===== src/rtl/delay_tap_encoder_if.sv =====
// Result hand-off bus of the delay-tap encoder: count, flags and a valid/ready pair.
// valid/ready: a transfer happens on a rising edge where valid && ready; while valid
// is high and ready is low the producer holds result/flags/valid unchanged.
interface delay_tap_encoder_if #(
    parameter int CNT_W = 7
);
    logic [CNT_W-1:0] result;
    logic             edge_found;
    logic             overflow;
    logic             valid;
    logic             ready;

    modport master (
        output result,
        output edge_found,
        output overflow,
        output valid,
        input  ready
    );

    modport slave (
        input  result,
        input  edge_found,
        input  overflow,
        input  valid,
        output ready
    );
endinterface


===== src/rtl/delay_tap_encoder.sv =====
// Snapshots a delay-line thermometer code on trigger, removes single-tap bubbles with
// a 3-tap majority vote, and hands the leading-ones count off over valid/ready.
module delay_tap_encoder #(
    parameter int N_TAPS = 64,
    parameter int CNT_W  = 7
) (
    input  logic              clk,
    input  logic              rst,
    input  logic [N_TAPS-1:0] taps,
    input  logic              arm,
    input  logic              trigger,
    output logic              busy,
    output logic [2:0]        state_dbg,
    delay_tap_encoder_if.master res_if
);

    typedef enum logic [2:0] {
        IDLE   = 3'd0,
        ARMED  = 3'd1,
        FILTER = 3'd2,
        ENCODE = 3'd3,
        OUTPUT = 3'd4
    } state_t;

    state_t            state_q;
    logic [N_TAPS-1:0] snapshot_q;
    logic [N_TAPS-1:0] corrected_q;
    logic [N_TAPS-1:0] corrected_d;
    logic [CNT_W-1:0]  result_q;
    logic [CNT_W-1:0]  count_d;
    logic              edge_found_q;
    logic              overflow_q;
    logic              valid_q;
    logic              busy_q;

    // Edge taps are padded by replicating themselves, so padded[i+1] is tap i.
    logic [N_TAPS+1:0] padded;
    assign padded = {snapshot_q[N_TAPS-1], snapshot_q, snapshot_q[0]};

    always_comb begin
        corrected_d = '0;
        for (int i = 0; i < N_TAPS; i++) begin
            corrected_d[i] = (padded[i] & padded[i+1]) |
                             (padded[i+1] & padded[i+2]) |
                             (padded[i] & padded[i+2]);
        end
    end

    // Leading-ones count: the run stops at the first zero; later ones never count.
    always_comb begin
        logic run;
        count_d = '0;
        run     = 1'b1;
        for (int i = 0; i < N_TAPS; i++) begin
            run = run & corrected_q[i];
            if (run) begin
                count_d = count_d + CNT_W'(1);
            end
        end
    end

    always_ff @(posedge clk) begin
        if (rst) begin
            state_q      <= IDLE;
            snapshot_q   <= '0;
            corrected_q  <= '0;
            result_q     <= '0;
            edge_found_q <= 1'b0;
            overflow_q   <= 1'b0;
            valid_q      <= 1'b0;
            busy_q       <= 1'b0;
        end else begin
            case (state_q)
                IDLE: begin
                    if (arm) begin
                        state_q <= ARMED;
                    end
                end
                ARMED: begin
                    if (trigger) begin
                        snapshot_q <= taps;
                        busy_q     <= 1'b1;
                        state_q    <= FILTER;
                    end
                end
                FILTER: begin
                    corrected_q <= corrected_d;
                    state_q     <= ENCODE;
                end
                ENCODE: begin
                    result_q     <= count_d;
                    edge_found_q <= (count_d != '0);
                    overflow_q   <= (count_d == CNT_W'(N_TAPS));
                    valid_q      <= 1'b1;
                    state_q      <= OUTPUT;
                end
                OUTPUT: begin
                    if (res_if.ready) begin
                        valid_q <= 1'b0;
                        busy_q  <= 1'b0;
                        state_q <= arm ? ARMED : IDLE;
                    end
                end
                default: begin
                    valid_q <= 1'b0;
                    busy_q  <= 1'b0;
                    state_q <= IDLE;
                end
            endcase
        end
    end

    assign res_if.result     = result_q;
    assign res_if.edge_found = edge_found_q;
    assign res_if.overflow   = overflow_q;
    assign res_if.valid      = valid_q;
    assign busy              = busy_q;
    assign state_dbg         = state_q;

endmodule


===== src/flat_wrapper.sv =====
// flat-port wrapper written by rule: the top's interface ports become plain ports
module delay_tap_encoder_flat 
#(
    parameter int N_TAPS = 64,
    parameter int CNT_W  = 7
)
  (clk, rst, taps, arm, trigger, busy, state_dbg, res_if_result, res_if_edge_found, res_if_overflow, res_if_valid, res_if_ready);
  delay_tap_encoder_if #(.CNT_W(CNT_W)) res_if_i ();
  input  logic clk;
  input  logic rst;
  input  logic [N_TAPS-1:0] taps;
  input  logic arm;
  input  logic trigger;
  output logic busy;
  output logic [2:0] state_dbg;
  output wire logic [$bits(res_if_i.result)-1:0] res_if_result;
  output wire logic [$bits(res_if_i.edge_found)-1:0] res_if_edge_found;
  output wire logic [$bits(res_if_i.overflow)-1:0] res_if_overflow;
  output wire logic [$bits(res_if_i.valid)-1:0] res_if_valid;
  input wire logic [$bits(res_if_i.ready)-1:0] res_if_ready;
  assign res_if_result = res_if_i.result;
  assign res_if_edge_found = res_if_i.edge_found;
  assign res_if_overflow = res_if_i.overflow;
  assign res_if_valid = res_if_i.valid;
  assign res_if_i.ready = res_if_ready;
  delay_tap_encoder #(.N_TAPS(N_TAPS), .CNT_W(CNT_W)) u_core (.clk(clk), .rst(rst), .taps(taps), .arm(arm), .trigger(trigger), .busy(busy), .state_dbg(state_dbg), .res_if(res_if_i));
endmodule

===== config.mk =====
export PLATFORM = sky130hd
export DESIGN_NAME = delay_tap_encoder_flat
export DESIGN_NICKNAME = d
export VERILOG_FILES = /design/src/rtl/delay_tap_encoder_if.sv /design/src/rtl/delay_tap_encoder.sv /design/src/flat_wrapper.sv
export SDC_FILE = /design/constraint.sdc
export NUM_CORES = 1
export LEC_CHECK = 0
export ABC_CLOCK_PERIOD_IN_PS = 27700
export CORE_UTILIZATION = 55
export CTS_CLUSTER_SIZE = 14
export DETAILED_ROUTE_END_ITERATION = 12
export PLACE_DENSITY = 0.82
export SYNTH_ARGS = -nofsm -noshare
export SYNTH_HDL_FRONTEND = slang
export SYNTH_SLANG_ARGS = --single-unit
export TNS_END_PERCENT = 30

===== constraint.sdc =====
create_clock -name clk -period 27.7 [get_ports clk]
set_clock_uncertainty 0.2 [all_clocks]
set_input_delay 4.155 -clock clk [delete_from_list [all_inputs] [get_ports clk]]
set_output_delay 4.155 -clock clk [all_outputs]
set_load 0.005 [all_outputs]

==> run metrics <==
initial DRC count 1444; first-pass GRT wire length 73400 um; Final Hold Slack 0.263 ns; Placement Setup Slack -0.000131 ns; clk slew on worst S/H paths 0.06 ns; power density over the cells 30.1 nW/um2; Row Count 61; via/cell ratio 6.21; Syn Inst Count 2268; number of global-route vias before repair 14900; Seq/Total Area, Yosys 0.180; Yosys top cell area share 0.180; dominant synthesized flop cell dfxtp_1; Max stage delay on crit path 0.51 ns; drt first pass iters 6; CP Class flop to flop; Die Area 29400 um2; Die W 171 um; Reg power frac 0.441; Die Y 171 um; max-cap violation count 0; hold-critical path depth 2; ys async rst share 0; Worst Tran Pin Value 1.01 ns; IO Count 83; setup ws final 1.25 ns; total grt overflow 0; core area 28000 um2; Final Max Tran Viols 0; Cell variety after synth 98; Fin. Hold Viols 0; Initial Utilization 0.564; clk_lat worst skew 0.43 ns; Post-Route WL 46000 um; Final nets 2433; cell mode on critical path ha_1; r2r startpoint u_core.corrected_q[1]; Worst Path Max Fanout 8; WP data required 27.80 ns; clock root buffer clkbuf_16; period utilization 0.955; # setup viols final 0; H-tree levels 4; # hold bufs at CTS 0; Sw Share 0.284; area added between synthesis and finish 13.2%; clock power share 0.463; worst path arrival time 26.55 ns; total CTS buffers 17; Net Count, Synth 2397; HPWL Detailed 34500 um; outcome finished clean; Critical-path top delay cell or4b_4; Post-synth top cells nand2_1 (411), nor2_1 (273), o21ai_0 (173); layout cells sized above 1 0.0868; DRC errors left 0; switching pwr 0.153 mW; top-count cell post-synth nand2_1; CTS tree done; maximum vdd ir drop 55.8 uV; buffer depth of the longest clock path 2; Via Count 16700; cell type with the largest total area after synthesis dfxtp_1; R2R depth 152; hold crit path type flop to flop; LEAKAGE 6.18 nW; initial antenna violation count 1; GRT Overall Usage 0.306; Avg Inst Size Synth 6.96 um2; Yosys reg bits 142; PortBufs 82; FF-to-FF setup slack 1.25 ns; DRT antenna net count 0; Pint 0.385 mW; fin util 0.638; ant diodes 0; crit start category flop; Synthesis Warnings 0; largest net degree at the start of global routing 83; WL per Instance 17.1 um; top cells by area, synth dfxtp_1 (18%), nand2_1 (9.8%), nor2_1 (6.5%), xnor2_1 (6.3%), o21ai_0 (5.5%); Critical path origin u_core.corrected_q[1]; Worst slew margin 0.328; Max Fclk 37.8 MHz; GP Congestion 0.942; post-route minimum period 26.45 ns; Comb pwr share 0.095; clock sinks 142; Hold Startpoint u_core.res_if.result[1]; Worst Setup End Kind flop; Synth Cell Area 15800 um2; Post-synth EDFFs 0
-- flip-flops by register name, indices dropped and copies added (netlist names) --
signal	cells
u_core.res_if.valid	1
u_core.res_if.result	7
u_core.state_dbg	3
u_core.res_if.overflow	1
u_core.res_if.edge_found	1
u_core.corrected_q	64
u_core.busy	1
u_core.snapshot_q	64
-- power groups by stage --
stage          Sequential, mW  Combinational, mW  Clock [mW]
2_1_floorplan           0.229             0.0393           0
3_3_place_gp            0.241             0.0486           0
3_5_place_dp            0.241             0.0496           0
4_1_cts                 0.237             0.0501       0.252
5_1_grt                 0.240             0.0570       0.260
6_report                0.238             0.0513       0.249
-- metal layers --
metal / vias up / wire (um) / GRT usage / share of wire
li1: 8192 / - / - / -
met1: 7815 / 20100 / 0.399 / 0.44
met2: 642 / 21800 / 0.521 / 0.48
met3: 94 / 2830 / 0.0368 / 0.061
met4: 2 / 1140 / 0.102 / 0.025
met5: - / 13 / 0 / 0.00028
-- layout make-up --
cell class / count / area, um2
clock buffer: 17 / 425
clock inverter: 15 / 196
fill: 2467 / 10100
inverter: 52 / 195
multi-input combinational: 1968 / 12600
sequential: 142 / 2850
tap: 378 / 473
timing repair buffer: 123 / 1130
-- stage by stage --
step,total power [mW],cell area [um2],setup TNS (ns),instances
final,0.538,17900,0,2695
after global routing,0.557,17900,-1.59,2695
after CTS,0.538,17400,0,2673
after detailed placement,0.291,16800,-0.000131,2641
after global placement,0.289,16800,0,2641
after floorplan,0.268,15800,0,2268
-- kinds of logic after synthesis --
| group | count (synthesis) | share of synthesized area |
|---|---|---|
| xor gates and xnor gates | 215 | 0.148 |
| adders and majority gates | 67 | 0.0520 |
| buffers and inverters | 158 | 0.0388 |
| AOI/OAI and AO/OA | 580 | 0.236 |
| DFF | 142 | 0.180 |
| muxes | 48 | 0.0323 |
| and+or+nand+nor | 1058 | 0.313 |
-- final timing paths --
check	endpoint
worst max-delay path	u_core.res_if.overflow
worst min-delay path	u_core.res_if.result[1]
worst max register to register	u_core.res_if.overflow
worst min register to register	u_core.res_if.result[1]
-- placed cells by master (no fill, tap or decap), types with 10 or more instances in the layout --
cell	n
a21o_1	11
nand2_1	410
xnor2_1	113
a21boi_0	17
nand4_1	23
nand3_1	75
clkbuf_16	17
o21ai_1	14
or3_1	11
o21ai_0	154
and2_1	29
nand2b_1	29
buf_4	42
xnor2_2	21
a211oi_1	13
a311oi_1	64
o21a_1	11
nand3b_1	12
xor2_1	59
a21oi_1	160
nor2_1	270
and3_1	33
ha_1	53
nor4_1	17
nor2b_1	17
mux2i_1	32
clkdlybuf4s50_1	81
and4_1	10
a31oi_1	17
inv_1	52
nor3_1	51
dfxtp_1	139
-- worst max-delay path, delay by kind of cell (launching register included) --
family,cells,cell delay (ns)
muxes,14,2.20
DFF,1,0.38
xor gates and xnor gates,1,0.26
AOI/OAI and AO/OA,63,8.98
and+or+nand+nor,42,4.84
adders and majority gates,32,9.47
-- what timing repair did --
item | in CTS | in global routing
setup buffers | 0 | 22
endpoints found under the setup margin | 3 | 8
pin swaps | 0 | 39
resized for setup | 4 | 69
(Power assumes the default switching activity.)
